**config.mk**
```make
export PLATFORM = sky130hd
export DESIGN_NAME = mem_access_stage
export DESIGN_NICKNAME = d
export VERILOG_FILES = /design/src/rtl/mem_access_stage.sv
export SDC_FILE = /design/constraint.sdc
export NUM_CORES = 1
export LEC_CHECK = 0
export ABC_AREA = 0
export BUFFER_PORTS_ARGS = -buffer_cell sky130_fd_sc_hd__buf_2
export CORE_ASPECT_RATIO = 0.7
export CORE_UTILIZATION = 45
export CTS_CLUSTER_SIZE = 10
export DETAILED_ROUTE_END_ITERATION = 7
export PLACE_DENSITY = 0.79
export SYNTH_ARGS = -nofsm -noshare
export SYNTH_HDL_FRONTEND = slang
export SYNTH_SLANG_ARGS = --single-unit
```
**constraint.sdc**
```tcl
create_clock -name clk -period 2.3 [get_ports clk]
set_clock_uncertainty 0.2 [all_clocks]
set_input_delay 0.345 -clock clk [delete_from_list [all_inputs] [get_ports clk]]
set_output_delay 0.345 -clock clk [all_outputs]
set_load 0.02 [all_outputs]
```
**src/rtl/mem_access_stage.sv**
```systemverilog
// MEM pipeline stage: turns an EX-stage load/store into a req/ack transaction on
// a word-wide data memory and holds the pipeline frozen until it completes.
module mem_access_stage #(
    parameter logic [31:0] ADDR_BASE = 32'd1024,
    parameter int          ADDR_W    = 16,
    parameter int          TIMEOUT   = 255
) (
    input  logic              clk,
    input  logic              rst,
    input  logic              WB_en_in,
    input  logic              MEM_R_en_in,
    input  logic              MEM_W_en_in,
    input  logic [31:0]       ALU_result_in,
    input  logic [31:0]       Val_Rm_in,
    input  logic [3:0]        Dest_in,
    output logic              WB_en,
    output logic              MEM_R_en,
    output logic [31:0]       ALU_result,
    output logic [3:0]        Dest,
    output logic [31:0]       Mem_read_value,
    output logic              freeze,
    output logic              mem_req,
    output logic              mem_we,
    output logic [ADDR_W-1:0] mem_addr,
    output logic [31:0]       mem_wdata,
    input  logic [31:0]       mem_rdata,
    input  logic              mem_ack,
    output logic              mem_err
);

    localparam int CNT_W = (TIMEOUT > 1) ? $clog2(TIMEOUT) : 1;

    typedef enum logic [1:0] {
        IDLE,
        BUSY,
        DONE
    } state_e;

    state_e            state_q, state_d;
    logic [CNT_W-1:0]  cnt_q, cnt_d;
    logic              mem_req_q, mem_req_d;
    logic              mem_we_q, mem_we_d;
    logic [ADDR_W-1:0] mem_addr_q, mem_addr_d;
    logic [31:0]       mem_wdata_q, mem_wdata_d;
    logic [31:0]       rd_value_q, rd_value_d;
    logic              mem_err_q, mem_err_d;

    logic        access;
    logic [31:0] addr_diff;
    logic        unused_addr_bits;

    assign WB_en      = WB_en_in;
    assign MEM_R_en   = MEM_R_en_in;
    assign ALU_result = ALU_result_in;
    assign Dest       = Dest_in;

    assign access    = MEM_R_en_in | MEM_W_en_in;
    // Wrap-around subtraction; only the word-address bits reach the bus.
    assign addr_diff = ALU_result_in - ADDR_BASE;
    assign unused_addr_bits = ^{addr_diff[31:ADDR_W+2], addr_diff[1:0]};

    always_comb begin
        // NOTE: every signal gets a default first so no path leaves one unassigned (no latches).
        state_d     = state_q;
        cnt_d       = cnt_q;
        mem_req_d   = mem_req_q;
        mem_we_d    = mem_we_q;
        mem_addr_d  = mem_addr_q;
        mem_wdata_d = mem_wdata_q;
        rd_value_d  = rd_value_q;
        mem_err_d   = 1'b0;
        freeze      = 1'b0;

        case (state_q)
            IDLE: begin
                freeze = access;
                if (access) begin
                    mem_addr_d  = addr_diff[ADDR_W+1:2];
                    mem_we_d    = MEM_W_en_in & ~MEM_R_en_in;
                    mem_wdata_d = Val_Rm_in;
                    mem_req_d   = 1'b1;
                    cnt_d       = '0;
                    state_d     = BUSY;
                end
            end
            BUSY: begin
                freeze = 1'b1;
                cnt_d  = cnt_q + 1'b1;
                // An ack on the final wait cycle takes priority over the timeout.
                if (mem_ack) begin
                    if (!mem_we_q) rd_value_d = mem_rdata;
                    mem_req_d = 1'b0;
                    state_d   = DONE;
                end else if (cnt_q == CNT_W'(TIMEOUT - 1)) begin
                    if (!mem_we_q) rd_value_d = 32'hDEAD_BEEF;
                    mem_req_d = 1'b0;
                    mem_err_d = 1'b1;
                    state_d   = DONE;
                end
            end
            DONE: begin
                state_d = IDLE;
            end
            default: begin
                state_d = IDLE;
            end
        endcase
    end

    always_ff @(posedge clk or negedge rst) begin
        if (!rst) begin
            state_q     <= IDLE;
            cnt_q       <= '0;
            mem_req_q   <= 1'b0;
            mem_we_q    <= 1'b0;
            mem_addr_q  <= '0;
            mem_wdata_q <= '0;
            rd_value_q  <= '0;
            mem_err_q   <= 1'b0;
        end else begin
            // NOTE: non-blocking assignments so every flop samples pre-edge values.
            state_q     <= state_d;
            cnt_q       <= cnt_d;
            mem_req_q   <= mem_req_d;
            mem_we_q    <= mem_we_d;
            mem_addr_q  <= mem_addr_d;
            mem_wdata_q <= mem_wdata_d;
            rd_value_q  <= rd_value_d;
            mem_err_q   <= mem_err_d;
        end
    end

    assign mem_req        = mem_req_q;
    assign mem_we         = mem_we_q;
    assign mem_addr       = mem_addr_q;
    assign mem_wdata      = mem_wdata_q;
    assign Mem_read_value = rd_value_q;
    assign mem_err        = mem_err_q;

endmodule

```
==> results of run 1 <==
[layout by cell type (no fill, tap or decap), types with 2 or more instances in the layout]
master,netlist,routed
nand2_1,4,4
buf_4,40,9
mux2_4,23,23
mux2_2,17,17
clkbuf_16,0,9
buf_12,2,2
nand3_1,2,2
o31ai_1,2,2
inv_6,0,2
inv_1,28,28
nand2b_1,4,4
o22ai_1,25,25
ha_1,3,3
o21ai_0,11,10
nor2_1,4,4
nand4_1,3,3
a21o_1,8,8
buf_2,3,184
or2_2,2,2
a22o_1,8,8
bufinv_16,0,3
a31oi_1,6,6
dfrtp_1,93,93
mux2i_1,4,4
a21oi_1,31,31
xnor2_1,2,2
[worst reg2reg max path, cell delays in order (launching register included)]
cell     delay, ps
dfrtp_1        450
or2_1          390
nor2_4         280
buf_12         240
mux2_2         370
[worst min-delay path by stage]
| stage | start | endpoint | slack (ps) |
|---|---|---|---|
| CTS | Val_Rm_in[5] | mem_wdata[5] | 20 |
| detailed placement | rst | cnt_q[0] | 150 |
| global route | Val_Rm_in[8] | mem_wdata[8] | 20 |
| finish | Val_Rm_in[8] | mem_wdata[8] | 30 |
| global placement | rst | cnt_q[0] | 140 |
| floorplan | rst | Mem_read_value[0] | -150 |
[cell families after synthesis]
logic type,Yosys count,synth area share
AOI/OAI and AO/OA,97,0.1392
DFF,93,0.5371
buffers and inverters,85,0.1213
muxes,45,0.1357
and+or+nand+nor,35,0.05400
adders and majority gates,3,0.008664
xor gates and xnor gates,2,0.004043
[what timing repair did]
action	CTS	global route
hold buffers	1	0
cloned	0	0
hold endpoints to repair	36	0
gates resized for setup	1	1
endpoints found under the setup margin	1	1
[power by group through the flow]
| stage | Clock [mW] | Sequential [mW] | Combinational (mW) |
|---|---|---|---|
| 2_1_floorplan | 0 | 3.61 | 1.86 |
| 3_3_place_gp | 0 | 2.81 | 3.57 |
| 3_5_place_dp | 0 | 2.85 | 3.69 |
| 4_1_cts | 1.73 | 2.83 | 3.70 |
| 5_1_grt | 1.80 | 2.94 | 3.96 |
| 6_report | 1.69 | 2.83 | 3.69 |
[cell usage after synthesis, drive strengths merged, types with 2 or more instances]
| cell type | count | area [sq um] |
|---|---|---|
| buf | 47 | 381.6 |
| mux2i | 4 | 40.04 |
| nand4 | 3 | 18.77 |
| o22ai | 25 | 156.4 |
| inv | 28 | 105.1 |
| clkbuf | 10 | 38.78 |
| a21o | 8 | 60.06 |
| a22o | 8 | 70.07 |
| or3 | 2 | 17.52 |
| nand3 | 2 | 10.01 |
| nand2b | 4 | 25.02 |
| nor3b | 2 | 20.02 |
| nand2 | 4 | 15.01 |
| o21ai | 11 | 55.05 |
| or2 | 3 | 18.77 |
| xnor2 | 2 | 17.52 |
| ha | 3 | 37.54 |
| a31oi | 6 | 37.54 |
| a21oi | 31 | 155.2 |
| nor2 | 6 | 32.53 |
| o31ai | 2 | 15.01 |
| dfrtp | 93 | 2327 |
| mux2 | 41 | 548.0 |
[state kept, by name (all words and copies together), names as in the netlist]
name and flops:
Mem_read_value 32, mem_wdata 32, mem_addr 16, cnt_q 8, state_q 2, mem_err 1, mem_req 1, mem_we 1
[per-layer routing]
layer,up-vias,global-route usage,wire length [um],share of wire
met5,-,0,0,0
met4,0,0.06559,193,0.019
met3,20,0.06694,608,0.060
met2,128,0.3420,4894,0.48
met1,1644,0.2618,4445,0.44
li1,1533,-,-,-
[layout make-up]
class / count / area, sq um / share of cell area
Clock buffer: 9 / 225.2 / 0.04128
Clock inverter: 7 / 120.1 / 0.02202
Inverter: 28 / 105.1 / 0.01927
Multi-Input combinational cell: 182 / 1484 / 0.2720
Sequential cell: 93 / 2327 / 0.4266
Tap cell: 124 / 155.1 / 0.02844
Timing Repair Buffer: 196 / 1039 / 0.1904
==> results.sh, run 1 <==
export IMPL_cp_slowest_cell="dfrtp_1"
export IMPL_synth_seq_area_share=0.5371
export IMPL_cp_arrival_ps=1630
export IMPL_clkPwrFrac=0.205
export IMPL_holdPathStages=2
export IMPL_yosysWarnings=0
export IMPL_clkLatencyLatePin_ps=330
export IMPL_max_freq_ghz=0.4592
export IMPL_ys_ff_latch=93
export IMPL_finalCritPeriodShare=0.9469
export IMPL_slew_headroom=0.6667
export IMPL_drtIter0Drc=94
export IMPL_fin_cells=639
export IMPL_crit_buf_inv=1
export IMPL_post_place_ws_ps=277.7
export IMPL_cp_top_family="flip-flops"
export IMPL_viasPerCell=5.203
export IMPL_nets=619
export IMPL_setup_tns_ps=0
export IMPL_rows=29
export IMPL_fillers=750
export IMPL_post_cts_buffers=0
export IMPL_place_area_sq_um=5096
export IMPL_drc=0
export IMPL_port_buffers=185
export IMPL_syn_area_per_cell_sq_um=12.04
export IMPL_tritoncts="done"
export IMPL_antenna_found_initial=0
export IMPL_post_place_cells=622
export IMPL_maxCapViolCount=0
export IMPL_cp_startpoint="state_q[0]"
export IMPL_track_usage=0.2086
export IMPL_drive_above_1_share=0.5049
export IMPL_htreeDepth=3
export IMPL_worstPathRequired_ps=1750
export IMPL_clk_pin_slew_worst_paths_ps=60
export IMPL_initial_core_util=0.4701
export IMPL_area_growth_pct=25.90
export IMPL_reg2reg_from="state_q[0]"
export IMPL_finalWorstSetupSlack_ps=122.2
export IMPL_switching_share=0.3874
export IMPL_power_density_nw_per_um2=1505
export IMPL_reg2reg_to="mem_wdata[12]"
export IMPL_reg2reg_depth=4
export IMPL_cts_root_buf="clkbuf_16"
export IMPL_power_frac_seq=0.345
export IMPL_gr_total_overflow=0
export IMPL_synth_area_sq_um=4333
export IMPL_fin_util=0.5919
export IMPL_grt_pass1_vias=3362
export IMPL_die_h_um=84.10
export IMPL_die_area_sq_um=10030
export IMPL_diodes=0
export IMPL_postRouteAntennaNets=0
export IMPL_fin_area_sq_um=5455
export IMPL_coreArea_sq_um=9216
export IMPL_clock_path_buffers=2
export IMPL_setup_violations=0
export IMPL_synth_nets=469
export IMPL_syn_inst=360
export IMPL_grt_max_degree=45
export IMPL_tightest_slew_ps=500.0
export IMPL_endpoint="freeze"
export IMPL_path_cells="or2_1 > o21ai_2 > buf_2"
export IMPL_p_total_mw=8.212
export IMPL_hold_class="in2reg"
export IMPL_cts_sinks=93
export IMPL_path_class="reg2out"
export IMPL_path_max_fanout=9
export IMPL_numCtsBuffers=9
export IMPL_rsz0062_at_grt="no"
export IMPL_dr_pass1_iters=4
export IMPL_path_depth=3
export IMPL_vdd_drop_max_mv=0.7711
export IMPL_status="finished, final reports clean"
export IMPL_p_leak_nw=2.731
export IMPL_ys_flop_type="dfrtp_1"
export IMPL_p_sw_mw=3.181
export IMPL_fp_dieW_um=119.3
export IMPL_hpwlAfterDp_mm=7.621
export IMPL_p_int_mw=5.031
export IMPL_synthArstFlopShare=1.000
export IMPL_hold_viol_final=0
export IMPL_regToRegSetupSlack_ps=260
export IMPL_wl_per_cell_um=15.87
export IMPL_boundaryPins=228
export IMPL_period_minus_slack_ps=2178
export IMPL_slew_viol_final=0
export IMPL_slowest_delay_ps=450
export IMPL_grt_pass1_wl_mm=16.46
export IMPL_end_kind="output pin"
export IMPL_vias=3325
export IMPL_fin_hold_ws_ps=34.81
export IMPL_worstSetupStartpointType="flip-flop"
export IMPL_synth_edf_count=0
export IMPL_routed_wl_mm=10.14
export IMPL_gp_congestion=0.8001
export IMPL_pwr_share_comb=0.449
export IMPL_yosys_cell_types_count=50
Note: power is estimated with default switching activity, not from simulation.
==> run 2: changes to the inputs <==
--- a/config.mk
+++ b/config.mk
@@ -8,6 +8,7 @@
 export ABC_AREA = 0
 export BUFFER_PORTS_ARGS = -buffer_cell sky130_fd_sc_hd__buf_2
 export CORE_ASPECT_RATIO = 0.7
+export CORE_MARGIN = 3
 export CORE_UTILIZATION = 45
 export CTS_CLUSTER_SIZE = 10
 export DETAILED_ROUTE_END_ITERATION = 7
==> run 2 against run 1 <==
Compared with the run above: routed wire length shrank 0.59%; register-to-register slack gained 40 ps; sequential power is essentially flat; first-iteration DRC count rose by 65%; combinational power hardly changed; via count down 0.45%; global-route usage decreased by 2.8 points; power is 4.1% lower; largest cell class unchanged.
==> results.sh, run 2 (synthesis gave the netlist of run 1 again) <==
export IMPL_drtIter0Drc=155
export IMPL_cts_root_buf="clkbuf_16"
export IMPL_initial_core_util=0.4701
export IMPL_slowest_delay_ps=470
export IMPL_grt_pass1_wl_mm=15.40
export IMPL_grt_pass1_vias=3091
export IMPL_postRouteAntennaNets=0
export IMPL_tightest_slew_ps=531.3
export IMPL_post_place_cells=621
export IMPL_drive_above_1_share=0.5019
export IMPL_maxCapViolCount=0
export IMPL_antenna_found_initial=0
export IMPL_tritoncts="done"
export IMPL_rsz0062_at_grt="no"
export IMPL_clock_path_buffers=2
export IMPL_boundaryPins=228
export IMPL_slew_viol_final=0
export IMPL_area_growth_pct=24.20
export IMPL_p_leak_nw=2.687
export IMPL_post_cts_buffers=0
export IMPL_path_max_fanout=9
export IMPL_fillers=778
export IMPL_grt_max_degree=48
export IMPL_status="finished, final reports clean"
export IMPL_nets=618
export IMPL_die_area_sq_um=10860
export IMPL_gp_congestion=0.8227
export IMPL_cp_arrival_ps=1630
export IMPL_drc=0
export IMPL_slew_headroom=0.6445
export IMPL_hold_class="in2reg"
export IMPL_rows=29
export IMPL_gr_total_overflow=0
export IMPL_cts_sinks=93
export IMPL_cp_top_family="flip-flops"
export IMPL_routed_wl_mm=10.08
export IMPL_path_cells="or2_1 > o21ai_2 > buf_2"
export IMPL_place_area_sq_um=5089
export IMPL_post_place_ws_ps=314.7
export IMPL_fin_cells=638
export IMPL_clk_pin_slew_worst_paths_ps=60
export IMPL_htreeDepth=3
export IMPL_fp_dieW_um=123.3
export IMPL_path_class="reg2out"
export IMPL_clkLatencyLatePin_ps=330
export IMPL_hold_viol_final=0
export IMPL_finalCritPeriodShare=0.9449
export IMPL_cp_slowest_cell="dfrtp_1"
export IMPL_port_buffers=185
export IMPL_end_kind="output pin"
export IMPL_power_density_nw_per_um2=1463
export IMPL_viasPerCell=5.188
export IMPL_vdd_drop_max_mv=0.7995
export IMPL_fin_area_sq_um=5381
export IMPL_vias=3310
export IMPL_setup_violations=0
export IMPL_worstSetupStartpointType="flip-flop"
export IMPL_numCtsBuffers=9
export IMPL_worstPathRequired_ps=1750
export IMPL_final_common_cell="buf_2"
export IMPL_hpwlAfterDp_mm=7.540
export IMPL_coreArea_sq_um=9216
export IMPL_wl_per_cell_um=15.80
export IMPL_track_usage=0.1805
export IMPL_mostFrequentLayoutCells="buf_2, dfrtp_1, a21oi_1"
export IMPL_period_minus_slack_ps=2173
export IMPL_fin_util=0.5839
export IMPL_dr_pass1_iters=4
export IMPL_die_h_um=88.10
export IMPL_crit_buf_inv=1
export IMPL_diodes=0
export IMPL_finalWorstSetupSlack_ps=126.8
export IMPL_setup_tns_ps=0
export IMPL_max_freq_ghz=0.4601
## run 2: cell type report
cell class,instances,area (sq um),area share
tap,124,155.1,0.02883
clock buffer,11,242.7,0.04511
inverter,28,105.1,0.01953
clock inverter,5,36.28,0.006743
multi-input combinational,182,1484,0.2757
timing repair buffer,195,1031,0.1916
sequential,93,2327,0.4325
## run 2: final timing paths
path,cells past startpoint,to,slack [ps],from
worst max-delay path,3,freeze,130,state_q[1]
worst max register to register,4,mem_wdata[12],300,state_q[1]
min in group asynchronous,2,cnt_q[4],280,rst
worst min-delay path,2,mem_wdata[8],30,Val_Rm_in[8]
worst min register to register,1,cnt_q[7],290,cnt_q[7]
max in group asynchronous,3,mem_wdata[10],1030,rst
## run 2: where the power goes
group	internal, mW	switching, mW
Combinational	1.60	2.06
Clock	0.762	0.601
Sequential	2.35	0.491
## run 2: metal layers
metal / global-route usage / vias up / routed length (um)
met5: 0 / - / 0
met3: 0.05487 / 7 / 818
met1: 0.2375 / 1616 / 4271
li1: - / 1533 / -
met2: 0.2959 / 154 / 4942
met4: 0.04322 / 0 / 48
## run 2: timing repair
item,4_1_cts,5_1_grt
gates cloned,0,0
endpoints found under the setup margin,1,1
hold buffers,1,0
hold endpoints to repair,29,0
gates resized for setup,1,1
## run 2: stage by stage
stage | hold WS [ps] | power [mW]
2_1_floorplan | -150.6 | 5.466
3_3_place_gp | 99.94 | 6.391
3_5_place_dp | 103.8 | 6.547
4_1_cts | 14.84 | 7.947
5_1_grt | 14.85 | 8.366
6_report | 27.79 | 7.872
==> run 3: changes to the inputs <==
--- a/config.mk
+++ b/config.mk
@@ -9,10 +9,10 @@
 export BUFFER_PORTS_ARGS = -buffer_cell sky130_fd_sc_hd__buf_2
 export CORE_ASPECT_RATIO = 0.7
 export CORE_MARGIN = 3
-export CORE_UTILIZATION = 45
+export CORE_UTILIZATION = 49
 export CTS_CLUSTER_SIZE = 10
 export DETAILED_ROUTE_END_ITERATION = 7
-export PLACE_DENSITY = 0.79
+export PLACE_DENSITY = 0.85
 export SYNTH_ARGS = -nofsm -noshare
 export SYNTH_HDL_FRONTEND = slang
 export SYNTH_SLANG_ARGS = --single-unit
==> constraint.sdc (replaced) <==
create_clock -name clk -period 2.5 [get_ports clk]
set_clock_uncertainty 0.2 [all_clocks]
set_input_delay 0.375 -clock clk [delete_from_list [all_inputs] [get_ports clk]]
set_output_delay 0.375 -clock clk [all_outputs]
set_load 0.02 [all_outputs]
==> run 3 against run 2 <==
Compared with the run above: sequential share of layout area about the same; clock power about the same; critical path depth stayed put; combinational power fell by 8.2%; register-to-register slack gained 120 ps; first-iteration DRC count up 1.9%; final cell count is 1.4% lower; via count fell by 2.1%; power is 6.5% lower.
==> results.sh, run 3 (synthesis gave the netlist of run 1 again) <==
export IMPL_status="finished, final reports clean"
export IMPL_gp_congestion=0.8220
export IMPL_place_area_sq_um=5074
export IMPL_dr_pass1_iters=4
export IMPL_clkLatencyLatePin_ps=330
export IMPL_fp_dieW_um=118.4
export IMPL_drc=0
export IMPL_holdPathStages=2
export IMPL_antenna_found_initial=0
export IMPL_path_depth=3
export IMPL_final_common_cell="buf_2"
export IMPL_slew_viol_final=0
export IMPL_rsz0062_at_grt="no"
export IMPL_grt_pass1_wl_mm=16.42
export IMPL_postRouteAntennaNets=0
export IMPL_hold_class="in2reg"
export IMPL_tightest_slew_ps=713.7
export IMPL_p_total_mw=7.361
export IMPL_grt_pass1_vias=3276
export IMPL_cp_slowest_cell="dfrtp_1"
export IMPL_boundaryPins=228
export IMPL_post_place_ws_ps=445.9
export IMPL_grt_max_degree=53
export IMPL_mostFrequentLayoutCells="buf_2, dfrtp_1, a21oi_1"
export IMPL_period_minus_slack_ps=2243
export IMPL_diodes=0
export IMPL_setup_violations=0
export IMPL_clock_path_buffers=2
export IMPL_setup_tns_ps=0
export IMPL_power_density_nw_per_um2=1368
export IMPL_fin_util=0.6320
export IMPL_numCtsBuffers=9
export IMPL_viasPerCell=5.149
export IMPL_slowest_delay_ps=460
export IMPL_fin_cells=629
export IMPL_wl_per_cell_um=16.13
export IMPL_gr_total_overflow=0
export IMPL_cts_sinks=93
export IMPL_die_area_sq_um=10030
export IMPL_max_freq_ghz=0.4458
export IMPL_fin_area_sq_um=5380
export IMPL_drtIter0Drc=158
export IMPL_port_buffers=185
export IMPL_fin_hold_ws_ps=69.80
export IMPL_vias=3239
export IMPL_p_leak_nw=2.691
export IMPL_worstSetupStartpointType="flip-flop"
export IMPL_path_max_fanout=9
export IMPL_maxCapViolCount=0
export IMPL_initial_core_util=0.5090
export IMPL_hold_viol_final=0
export IMPL_path_cells="or2_1 > o21ai_1 > buf_2"
export IMPL_die_h_um=84.68
export IMPL_crit_buf_inv=1
export IMPL_post_place_cells=614
export IMPL_end_kind="output pin"
export IMPL_cts_root_buf="clkbuf_16"
export IMPL_rows=28
export IMPL_finalCritPeriodShare=0.8973
export IMPL_htreeDepth=3
export IMPL_vdd_drop_max_mv=0.8568
export IMPL_path_class="reg2out"
export IMPL_worstPathRequired_ps=1920
export IMPL_reg2reg_depth=4
export IMPL_drive_above_1_share=0.4912
export IMPL_nets=615
export IMPL_area_growth_pct=24.17
export IMPL_coreArea_sq_um=8513
export IMPL_cp_top_family="flip-flops"
export IMPL_hpwlAfterDp_mm=7.674
export IMPL_clk_pin_slew_worst_paths_ps=60
export IMPL_finalWorstSetupSlack_ps=256.6
export IMPL_track_usage=0.2058
export IMPL_cp_arrival_ps=1670
export IMPL_slew_headroom=0.5242
export IMPL_tritoncts="done"
export IMPL_routed_wl_mm=10.15
==> run 3: worst reg2reg max path: cells and delay by family, from the launching register on <==
kind / cells / cell delay [ps]
AND/OR/NAND/NOR: 2 / 720
flip-flops: 1 / 460
multiplexers: 1 / 350
buffers and inverters: 1 / 240
==> run 3: path summary, 6_finish.rpt <==
path | to | slack, ps | from
setup / recovery | freeze | 260 | state_q[1]
hold / removal | mem_wdata[15] | 70 | Val_Rm_in[15]
setup reg to reg | mem_wdata[8] | 420 | state_q[1]
hold reg to reg | cnt_q[7] | 290 | cnt_q[7]
max in group asynchronous | mem_addr[10] | 1070 | rst
min in group asynchronous | Mem_read_value[14] | 370 | rst
==> run 3: per-layer routing <==
metal / GRT usage / share of wire / up-vias
met4: 0.06414 / 0.016 / 0
met3: 0.08350 / 0.099 / 14
li1: - / - / 1526
met1: 0.2534 / 0.41 / 1548
met2: 0.3359 / 0.48 / 151
met5: 0 / 0 / -
==> run 3: timing repair <==
action / in CTS / in global routing
setup buffers: 0 / 0
hold endpoints to repair: 41 / 0
setup endpoints to repair: 0 / 1
resized for setup: 0 / 1
hold buffers: 1 / 0
==> run 3: cell type report <==
| class | instances | area [sq um] |
|---|---|---|
| sequential | 93 | 2327 |
| clock buffer | 12 | 236.5 |
| fill | 666 | 3133 |
| multi-input combinational | 182 | 1480 |
| tap | 120 | 150.1 |
| inverter | 28 | 105.1 |
| clock inverter | 2 | 60.06 |
| timing repair buffer | 192 | 1021 |
==> run 3: power by group <==
| part | switching [mW] | leakage [nW] | internal (mW) |
|---|---|---|---|
| sequential | 0.443 | 1.12 | 2.17 |
| combinational | 1.89 | 1.43 | 1.47 |
| clock | 0.518 | 0.143 | 0.866 |
